==> config.mk <==
export PLATFORM = sky130hd
export DESIGN_NAME = micro_sequencer
export DESIGN_NICKNAME = d
export VERILOG_FILES = /design/src/rtl/micro_sequencer.sv
export SDC_FILE = /design/constraint.sdc
export NUM_CORES = 1
export LEC_CHECK = 0
export CAP_MARGIN = 20
export CORE_MARGIN = 3
export CORE_UTILIZATION = 40
export DETAILED_ROUTE_END_ITERATION = 12
export PLACE_DENSITY = 0.85
export SLEW_MARGIN = 30
export SYNTH_ARGS = -nofsm -noshare
export SYNTH_HDL_FRONTEND = slang
export SYNTH_SLANG_ARGS = --single-unit
==> constraint.sdc <==
create_clock -name clk -period 9.9 [get_ports clk]
set_input_delay 1.98 -clock clk [delete_from_list [all_inputs] [get_ports clk]]
set_output_delay 1.98 -clock clk [all_outputs]
set_load 0.05 [all_outputs]
==> src/rtl/micro_sequencer.sv <==
// Next-state stage of the microprogrammed control unit: registers the control-state
// number feeding the microstore. Optional hold timeout trap: MICRO_SEQUENCER_WAIT_TIMEOUT_EN.
module micro_sequencer #(
    parameter int STATE_W       = 7,
    parameter int RESET_STATE   = 0,
    parameter int FETCH_STATE   = 1,
    parameter int ILLEGAL_STATE = 5,
    parameter int WAIT_TIMEOUT  = 255
) (
    input  logic               clk,
    input  logic               reset,
    input  logic [31:0]        instruction,
    input  logic [2:0]         nextSel,
    input  logic [1:0]         condSel,
    input  logic               invert,
    input  logic [STATE_W-1:0] crAddr,
    input  logic               moc,
    input  logic               zero,
    input  logic               negative,
    output logic [STATE_W-1:0] currentState,
`ifdef MICRO_SEQUENCER_WAIT_TIMEOUT_EN
    output logic               timeout,
`endif
    output logic               waiting,
    output logic [15:0]        instrCount
);

    logic [STATE_W-1:0] state_q, state_d;
    logic [15:0]        cnt_q, cnt_d;
    logic               cond;
    logic [STATE_W-1:0] inc;
    logic [STATE_W-1:0] enc;
    logic [STATE_W-1:0] sel_next;
    logic               unused_ok;

    assign unused_ok = ^instruction[25:0];

    always_comb begin
        cond = 1'b1;
        case (condSel)
            2'b00:   cond = moc;
            2'b01:   cond = zero;
            2'b10:   cond = negative;
            default: cond = 1'b1;
        endcase
        cond = cond ^ invert;
    end

    assign inc     = state_q + STATE_W'(1);
    assign waiting = (nextSel == 3'b100) && !cond;

    always_comb begin
        enc = STATE_W'(ILLEGAL_STATE);
        case (instruction[31:26])
            6'h00:   enc = STATE_W'(6);
            6'h23:   enc = STATE_W'(7);
            6'h2B:   enc = STATE_W'(13);
            6'h04:   enc = STATE_W'(11);
            6'h02:   enc = STATE_W'(12);
            6'h08:   enc = STATE_W'(17);
            6'h0C:   enc = STATE_W'(19);
            6'h0D:   enc = STATE_W'(21);
            default: enc = STATE_W'(ILLEGAL_STATE);
        endcase
    end

    always_comb begin
        sel_next = STATE_W'(RESET_STATE);
        case (nextSel)
            3'b000:  sel_next = enc;
            3'b001:  sel_next = STATE_W'(FETCH_STATE);
            3'b010:  sel_next = crAddr;
            3'b011:  sel_next = inc;
            3'b100:  sel_next = cond ? crAddr : state_q;
            3'b101:  sel_next = cond ? crAddr : inc;
            3'b110:  sel_next = cond ? crAddr : enc;
            default: sel_next = STATE_W'(RESET_STATE);
        endcase
    end

`ifdef MICRO_SEQUENCER_WAIT_TIMEOUT_EN
    localparam int CNT_W = $clog2(WAIT_TIMEOUT + 1);

    logic [CNT_W-1:0] hold_q, hold_d;
    logic             trap;
    logic             timeout_q;

    // A hold that has already lasted WAIT_TIMEOUT-1 edges becomes a trap on this edge.
    assign trap = waiting && (hold_q == CNT_W'(WAIT_TIMEOUT - 1));

    always_comb begin
        hold_d  = '0;
        state_d = sel_next;
        if (trap) begin
            state_d = STATE_W'(ILLEGAL_STATE);
        end else if (waiting) begin
            hold_d = hold_q + CNT_W'(1);
        end
    end

    always_ff @(posedge clk) begin
        if (reset) begin
            hold_q    <= '0;
            timeout_q <= 1'b0;
        end else begin
            hold_q    <= hold_d;
            timeout_q <= trap;
        end
    end

    assign timeout = timeout_q;
`else
    assign state_d = sel_next;
`endif

    assign cnt_d = (state_d == STATE_W'(FETCH_STATE)) ? cnt_q + 16'd1 : cnt_q;

    always_ff @(posedge clk) begin
        if (reset) begin
            state_q <= STATE_W'(RESET_STATE);
            cnt_q   <= 16'd0;
        end else begin
            state_q <= state_d;
            cnt_q   <= cnt_d;
        end
    end

    assign currentState = state_q;
    assign instrCount   = cnt_q;

endmodule

# Yosys cells after proc, flatten, opt, wreduce, memory -nomap -nowiden
# Cells that the tools add are included.
# word_totals
out_inout_bits	24
in_bits	50
regBits	23
elab_cells	32
# op_classes
reduce_logical	5
add_sub_neg	2
eq_ne	16
n_mux	6
n_bitwise	1
# op_table
cell	count
7-bit case mux with 7 select lines	1
5-bit case mux with 8 select lines	1
7-bit two-way mux	3
6-bit by 4-bit == test with 1-bit output, second input constant	3
16-bit by 1-bit adder with 16-bit output, second input constant	1
6-bit == test, second input constant	2
3-bit == test, second input constant	3
7-bit by 1-bit adder with 7-bit output, second input constant	1
7-bit by 1-bit == test with 1-bit output, second input constant	1
3-bit by 2-bit == test with 1-bit output, second input constant	2
6-bit by 2-bit == test with 1-bit output, second input constant	1
6-bit by 3-bit == test with 1-bit output, second input constant	1
6-bit zero test	1
3-bit by 1-bit == test with 1-bit output, second input constant	1
3-bit zero test	1
1-bit case mux with 3 select lines	1
2-bit by 1-bit == test with 1-bit output, second input constant	1
2-bit == test, second input constant	1
2-bit zero test	1
1-bit logical AND	1
1-bit zero test	1
1-bit XOR	1

# Depth between registers and ports, before layout
# logic_depth
word_depth	6
depth_mapped	11
mapped_depth_nobuf	9

# Worst setup path before layout
# No wires, ideal clock.
# synth_timing
path_type	in2out
from	input port condSel[1]
to	output port waiting
t_arrival_ns	3.791
path_buffers	0
setup_slack_ns	4.129
cell_stages	5
cell_sequence	nor3b_1 a211oi_4 nor2_2 nand2_1 nor3_1
# synth_via
elab_chain_len	5
word_cells_on_any_way	7
cone_classes	2 x eq/ne; 1 x mux; 1 x bitwise; 3 x reduce/logical
# synth_rtl
element	line	source
from (decl)	14	input logic [1:0] condSel,
2-bit == test (tied with other cells)	40	case (condSel)
1-bit case mux with 3 select lines *	40	
1-bit XOR *	46	cond = cond ^ invert;
1-bit zero test *	50	assign waiting = (nextSel == 3'b100) && !cond;
1-bit logical AND *	50	
to (decl)	24	output logic waiting,
# Mark *: on every way between the ends. The rest lies on a longest branch, timed or not.

# Worst setup path in the final report
# Ends and elaborated chain as after synthesis.

==> flow_summary.ini <==
[layout]
ff_latch_area_um2 = 460
fin_area_um2 = 2320
drive_above_1_share_pct = 5.78
multi_input_area_um2 = 1240
fin_nets = 330
n_antenna_cell = 0
area_delta_synth_final_pct = 29.9
fill_cells = 427

[power_and_ir_drop]
power.total_uw = 224
p_per_area_nw_per_um2 = 96.2
leakagePower_nw = 0.761
irDropWorstVdd_v = 0.0000967

[floorplan]
fp.dieArea_um2 = 5310
core-area_um2 = 4140
die_w_um = 72.9
num_rows = 23
die_h_um = 72.9
io_pins = 74
start_util_pct = 43.2

[place]
gp_congestion = 0.853
detailedPlace.worstSlack_ps = 3570
placed_cell_area_um2 = 2280
hpwl_mm = 3.36
port_buffers = 47

[timing]
drv_slew = 0
tns_ps = 0
hold_viol = 0
setup_ws_ps = 3560
worst_clock_skew_ps = 1.85
max_freq_mhz = 158
finalSetupViolCount = 0
slew_headroom_pct = 55.4
hold_ws_ps = 490
max_slew.worst_pin.slew_ps = 667
rsz0062_at_grt = no
period_needed_ps = 6340
fin_crit_sh_pct = 64.0

[synthesis]
synth_ff_type = dfxtp_1
yosysSeqAreaShare_pct = 25.7
ys_warn_count = 0
netlist_instances = 237
synth.cell_area_um2 = 1790
synth_most_common_cell = a21oi_1
syn_nets = 289
synthTopCellsByArea = dfxtp_1 (26%), a21oi_1 (7.3%), nand2_1 (4.6%)
yosys.area.top_type = dfxtp_1
async_reset_ff_share_pct = 0
post_synth_num_cell_types = 50
synth_common_cells = a21oi_1 (26), dfxtp_1 (23), nand2_1 (22)
synth_top_area_share_pct = 25.7
ys_ff_latch = 23
synth_edf_count = 0
avgSynthCellArea_um2 = 7.55

[clock_network]
path_clk_slew_ps = 80
htree_levels = 1
post_cts.repair.setup_buffers = 0
clk_latency_ps = 260
cts_buffers = 3
cts_hold_buffers = 0
cts_max_path_buffers = 2
cts-root-buf = clkbuf_8
cts_tree = yes
cts_resized = 0
cts.sinks = 23

[global_route]
grt_use_total_pct = 17.1
grt_pass1_vias = 1743
antenna_found_initial = 0
grt_pass1_wl_mm = 7.58
globalRoute.totalOverflow = 0
grt_max_degree = 23

[hold_path]
hp-class = register to register

[drt]
dr.pass1.iters = 4
via_per_inst = 5.88
drt_iter0_markers = 118
final_antenna_net_count = 0
vias = 1922
wirelength_mm = 4.49
drcViolationCount = 0
drt-wirelength-per-cell_um = 13.7

[worst_setup_path]
end_kind = primary output
crit_type = input pin to primary output
crit_arrival_ps = 4360
cp-start-kind = input pin
required_ps = 7920
cp_max_fo = 6

[flow_run]
drv_cap = 0

[status]
outcome = finished, final reports clean
-- report_power, final --
part / switching [mW] / internal, mW
clock network: 0.0274 / 0.0286
logic: 0.0407 / 0.0280
registers: 0.00408 / 0.0949
-- worst max-delay path, cell delays in order --
cell	delay, ps
clkdlybuf4s50_1	550
mux2i_2	370
a211oi_4	150
nor2_2	240
nand2_1	80
nor3_1	150
clkdlybuf4s50_1	840
-- kinds of logic after synthesis --
family	after synthesis	share of synthesized area, %
AO/OA/AOI/OAI	74	28.5
XOR/XNOR	6	2.94
adder cells (fa/ha/maj)	2	1.40
buffers and inverters	23	5.38
flip-flops	23	25.7
multiplexers	3	1.96
AND/OR/NAND/NOR	106	34.1
-- state kept, by name (all words and copies together), names as in the netlist --
name / cells
currentState: 7
instrCount: 16
-- layer usage --
layer | routed length (um) | GRT usage (%) | part of all wire, %
met1 | 2130 | 22.2 | 47
met2 | 2150 | 30.3 | 48
met3 | 183 | 2.75 | 4.1
met4 | 27 | 2.66 | 0.60
met5 | 0 | 0 | 0
-- layout by cell type (no fill, tap or decap), types with 4 or more instances in the layout --
cell type        synthesis  final
a21oi_1                 26     26
and3_1                  10     10
clkdlybuf4s50_1          0     47
dfxtp_1                 23     23
inv_1                   11     11
nand2_1                 22     22
nand3_1                  8      8
nand4_1                 11     11
nand4b_1                 4      4
nor2_1                  11     11
nor2b_1                  7      7
nor3_1                   9      9
o21a_1                   5      5
o21ai_0                  8      8
o21ai_1                  5      5
o31ai_1                  7      7
o41ai_1                  4      4
or3_1                    7      7
or4_1                    6      6
-- worst paths after layout --
| check | start | end | slack, ps | cells after the start |
|---|---|---|---|---|
| setup / recovery | condSel[1] | waiting | 3560 | 7 |
| hold / removal | instrCount[12] | instrCount[12] | 490 | 2 |
| setup reg to reg | currentState[0] | instrCount[6] | 6780 | 9 |
| hold reg to reg | instrCount[12] | instrCount[12] | 490 | 2 |
-- per-stage QoR --
step           util [%]  cells
2_1_floorplan         -    237
3_3_place_gp       54.9    323
3_5_place_dp       55.0    323
4_1_cts            56.1    327
5_1_grt            56.1    327
6_report           56.1    327
-- cell type report --
type / count / share of cell area (%)
inverters: 11 / 1.78
well taps: 50 / 2.69
flip-flops and latches: 23 / 19.8
repair buffers: 48 / 20.6
multi-input cells: 191 / 53.2
clock buffers: 4 / 1.94
No activity file was read; power rests on OpenSTA's default activity.
==> RTL edit 1 (config.mk and constraints unchanged) <==
`STATE_W`: 7 -> 14.
--- a/src/rtl/micro_sequencer.sv
+++ b/src/rtl/micro_sequencer.sv
@@ -3,3 +3,3 @@
 module micro_sequencer #(
-    parameter int STATE_W       = 7,
+    parameter int STATE_W       = 14,
     parameter int RESET_STATE   = 0,
Interface: changed (resized crAddr and currentState); port bits go from 74 to 88. No check against the original RTL was run, so the function may have changed too.
==> RTL edit 1 against the unedited design <==
Cell area up 26%; total power up 36%; routed wire length up 45%; worst hold slack better by 0.0029 ns; setup slack worse by 0.32 ns; first-iteration DRC count up 150%; area after synthesis up 24%; critical path depth down 2; sequential cell count up 7.
==> RTL edit 1: results (changes against the unedited design) <==
** Outcome
- The run finished with clean final reports.

** Synth
- The proportion of synthesized area in mux cells came to 3.84% (+1.9 points).
- The area share of xor/xnor cells in the synthesized design is 3.16% (+0.22 points).
- The sequential-to-total area share from yosys stat came to 27.1% (+1.4 points).
- Count of distinct cell types in the synthesized netlist :: 54 (+8.0%)
- Adder and majority gate portion of the synthesized area :: 1.13% (-0.27 points)
- Complex-gate fraction of the synthesized area :: 25.5% (-3.1 points)
- Ranked by total cell area, the synthesized netlist is headed by sky130_fd_sc_hd__dfxtp_1 27%, sky130_fd_sc_hd__a21oi_1 5.2%, sky130_fd_sc_hd__nand3_1 4.3%.
- Synthesized Nets :: 359 (+24%)
- After synthesis, the most frequently instantiated cells are 30 x sky130_fd_sc_hd__dfxtp_1, 25 x sky130_fd_sc_hd__nand2_1, 25 x sky130_fd_sc_hd__nor2_1.

** Timing
- The worst relative slew slack was 50.4% (-5.0 points).
- The maximum clock skew at final layout was 0.00658 ns (+0.00472 ns).
- Timing-limited maximum frequency :: 150 MHz (-4.9%)

** Clocking
- Clock transition time at the flip-flop clock pins of the worst setup and hold paths :: 0.06 ns (-0.02 ns)
- The maximum level of the CTS H-tree came to 2 (+1).
- Number of buffers inserted during clock tree synthesis :: 5 (+2)

** Placed design
- Detailed placement HPWL :: 4.75 mm (+41%)
- The number of port buffers came to 61 (+30%).
- GP Congestion :: 0.907 (+6.3%)

** Route
- Wl on met1 :: 2.82 mm (+32%)
- Total routed wirelength :: 6.50 mm (+45%)
- The overall via count from detail_route came to 2596 (+35%).
- The number of optimization iterations in the first detailed-route pass was 5 (+1).
- Metal2 WL :: 3.03 mm (+41%)
- Violation count after the first detailed-routing iteration :: 293 (+150%)

** Worst setup path
- The largest incremental delay on the critical path came to 0.93 ns (+0.09 ns).
- The maximum fanout encountered on the critical timing path is 8 (+2).
- The critical path arrival came to 4.68 ns (+0.32 ns).
- Slowest stage cell on the critical path :: sky130_fd_sc_hd__clkdlybuf4s50_1

** GRT
- GRT Resource Usage Total :: 20.1% (+2.9 points)
- The number of global-route vias before repair came to 2274 (+30%).
- Global-route wire length before repair :: 10.6 mm (+39%)
- Global-route track usage on met2 :: 32.8% (+2.5 points)
- The pin count of the biggest net entering global routing was 30 (+30%).
- Met3 layer usage reported by global route :: 3.36% (+0.61 points)
- The fraction of met1 tracks used by global routing is 27.8% (+5.6 points).

** Pwr
- The leakage component of the power came to 0.963 nW (+27%).
- The worst-case vdd ir drop came to 0.0926 mV (-4.3%).

** Cells and area
- Filler Cell Count :: 487 (+14%)
- The net count reported at finish came to 410 (+24%).
## RTL edit 1: changes by cell type after synthesis, moves of 5 or more
cell                       delta
sky130_fd_sc_hd__nor2_1      +14
sky130_fd_sc_hd__and3_1       -5
sky130_fd_sc_hd__nand2b_1     +5
sky130_fd_sc_hd__or3_1        +5
sky130_fd_sc_hd__dfxtp_1      +7
sky130_fd_sc_hd__a32oi_1      +8
sky130_fd_sc_hd__o21a_1       -5
sky130_fd_sc_hd__o21ai_0     +10
sky130_fd_sc_hd__clkbuf_1     +7
sky130_fd_sc_hd__nand3_1     +11
## RTL edit 1: path summary, 6_finish.rpt
| kind | start | to | slack (ns) | depth (start not counted) |
|---|---|---|---|---|
| worst max-delay path | condSel[1] | waiting | 3.24 | 5 |
| worst min-delay path | instrCount[12] | instrCount[12] | 0.49 | 2 |
| worst max register to register | currentState[5] | instrCount[12] | 5.77 | 9 |
| worst min register to register | instrCount[12] | instrCount[12] | 0.49 | 2 |
## RTL edit 1: stage by stage
| stage | worst slack (ns) | hold slack, ns | instances |
|---|---|---|---|
| finish | 3.24 | 0.493 | 421 |
| global route | 3.23 | 0.533 | 421 |
| CTS | 3.29 | 0.500 | 421 |
| detailed placement | 3.29 | 0.490 | 414 |
| global placement | 3.29 | 0.474 | 414 |
| floorplan | 4.30 | 0.712 | 300 |
## RTL edit 1: final cells by class
| cell class | instances | area share [%] |
|---|---|---|
| well taps | 70 | 2.99 |
| clock buffers | 7 | 2.61 |
| repair buffers | 62 | 21.0 |
| flip-flops and latches | 30 | 20.5 |
| multi-input cells | 244 | 51.9 |
| inverters | 8 | 1.03 |
## RTL edit 1: power breakdown
part           internal [mW]  total, mW  switching [mW]
combinational         0.0337     0.0831          0.0493
clock                 0.0483     0.0906          0.0423
sequential             0.124      0.131         0.00679
total                  0.206      0.305          0.0984
==> RTL edit 2 (config.mk and constraints unchanged) <==
Made on the original files. Register the output `instrCount` once more, without a reset; this adds one clock of latency there. The other outputs are not delayed to match.
--- a/src/rtl/micro_sequencer.sv
+++ b/src/rtl/micro_sequencer.sv
@@ -128,3 +128,5 @@
     assign currentState = state_q;
-    assign instrCount   = cnt_q;
+    always_ff @(posedge clk) begin
+        instrCount <= cnt_q;
+    end
 
Function: changed (a bounded check fails within 4 cycles, from zero or initial values and one cycle with reset high).
==> RTL edit 2 against the unedited design <==
Sequential cell count rose by 16; count of clock-buffer cells in the layout rose by 2; cell area rose by 17%; total power rose by 46%; setup slack improved by 0.013 ns; utilization fell by 3.6 points; area after synthesis rose by 21%; routed wire length rose by 14%; clock power rose by 68%; clock skew rose by 0.0013 ns; critical path depth fell by 1; critical path type unchanged; largest cell class unchanged.
==> RTL edit 2: results (changes against the unedited design) <==
** Synth
- Total of warnings raised by yosys :: 0 (unchanged)
- By area the synthesized netlist is led by sky130_fd_sc_hd__dfxtp_1 36%, sky130_fd_sc_hd__nand3_1 4.2%, sky130_fd_sc_hd__and3_1 4.0%.
- The share of synthesized flip-flops with an asynchronous set or reset is 0% (unchanged).
- By count the netlist is led by 39 x sky130_fd_sc_hd__dfxtp_1, 19 x sky130_fd_sc_hd__nor2_1, 18 x sky130_fd_sc_hd__nand3_1.
- The number of nets in the synthesized netlist came to 313 (+8.3%).
- Post-synthesis sequential area ratio :: 36.1% (+10 points)

** Worst setup path
- The depth of the worst register-to-register path was 8 (-1).
- The reg2reg setup slack came to 6.80 ns (+0.02 ns).
- Maximum fanout along the worst path :: 7 (+1)
- Reg-to-reg critical path startpoint :: currentState[2]
- In this run the critical register-to-register path is captured at cnt_q[8].

** Clocking
- Clock transition time at the flip-flop clock pins of the worst setup and hold paths :: 0.06 ns (-0.02 ns)
- Number of buffers inserted during clock tree synthesis :: 5 (+2)
- The maximum level of the CTS H-tree is 2 (+1).
- The worst-skew pair later-pin latency was 0.28 ns (+0.02 ns).

** Hold path
- Cell depth of the worst hold path :: 0 (-2)
- Min-Delay Startpoint :: cnt_q[15]
- Endpoint, Worst Hold :: instrCount[15]

** Placed design
- The weighted congestion reported at the end of routability-driven placement came to 0.863 (+1.2%).
- The cell area after placement was 2650 sq um (+16%).
- The detailed-placement wirelength estimate is 3.63 mm (+8.0%).

** Route
- The total met3 wirelength after detailed routing came to 264 um (+44%).
- The met1 routed wirelength after detailed routing is 2.37 mm (+11%).
- The total met2 wirelength after detailed routing was 2.34 mm (+8.8%).
- The number of DRC violations after detailed-routing iteration 0 was 176 (+49%).
- Via total after detailed routing :: 2082 (+8.3%)
- The average detailed-routed wire length per instance came to 13.8 um (+0.60%).

** GRT
- The overall track demand over capacity in global routing came to 15.8% (-1.4 points).
- The number of global-route vias before repair came to 1824 (+4.6%).
- Global-route wire length before repair :: 8.11 mm (+6.9%)
- Grt met1 use :: 19.9% (-2.3 points)
- The pin count of the biggest net entering global routing came to 27 (+17%).
- The met2 global-route usage is 25.5% (-4.8 points).

** Outcome
- The flow ran to the end, and the final reports show no timing, DRC or antenna violations.

** Cells and area
- The number of fill cells was 465 (+8.9%).
- The net count reported at finish is 352 (+6.7%).
- The share of final-layout standard cells stronger than drive strength 1 was 5.35% (-0.43 points).

** Pwr
- The internal power came to 234 uW (+54%).
- The worst-case vdd ir drop was 0.106 mV (+9.2%).
- The leakage component of the power came to 0.942 nW (+24%).

** Timing
- The worst relative slew slack came to 50.2% (-5.2 points).
- The number of hold violations in the final report is 0 (unchanged).
[RTL edit 2: worst max path at each step]
stage | slack (ns) | from | cells past startpoint | endpoint
4_1_cts | 3.58 | condSel[1] | 6 | waiting
5_1_grt | 3.47 | condSel[1] | 6 | waiting
3_3_place_gp | 3.63 | condSel[1] | 6 | waiting
3_5_place_dp | 3.59 | condSel[1] | 6 | waiting
6_report | 3.57 | condSel[1] | 6 | waiting
2_1_floorplan | 4.22 | condSel[1] | 4 | waiting
[RTL edit 2: cells by family (layout without fill, tap and decap cells)]
logic type / Yosys count / in the layout / share of synthesized area, %
AOI/OAI and AO/OA: 59 / 59 / 18.8
DFF: 39 / 39 / 36.1
muxes: 10 / 10 / 4.97
buffers and inverters: 20 / 58 / 4.45
adders and majority gates: 2 / 2 / 1.16
and+or+nand+nor: 123 / 123 / 31.3
xor gates and xnor gates: 8 / 8 / 3.24
[RTL edit 2: area by class of cell]
class / instances / area [sq um] / share of cell area, %
Sequential cell: 39 / 781 / 28.7
Inverter: 5 / 18.8 / 0.691
Clock buffer: 6 / 72.6 / 2.67
Timing Repair Buffer: 47 / 470 / 17.3
Multi-Input combinational cell: 202 / 1290 / 47.4
Tap cell: 70 / 87.6 / 3.22
[RTL edit 2: through the flow]
step | worst slack (ns) | hold slack [ns] | instances
floorplan | 4.22 | 0.344 | 261
global placement | 3.63 | 0.354 | 363
detailed placement | 3.59 | 0.362 | 363
CTS | 3.58 | 0.370 | 369
global route | 3.47 | 0.373 | 369
finish | 3.57 | 0.372 | 369
[RTL edit 2: power by group through the flow]
stage	Combinational, mW	Sequential [mW]	Clock, mW
final	0.0695	0.164	0.0940
after global routing	0.0748	0.164	0.105
after CTS	0.0690	0.163	0.0975
after detailed placement	0.0687	0.167	0
after global placement	0.0674	0.167	0
after floorplan	0.0395	0.174	0
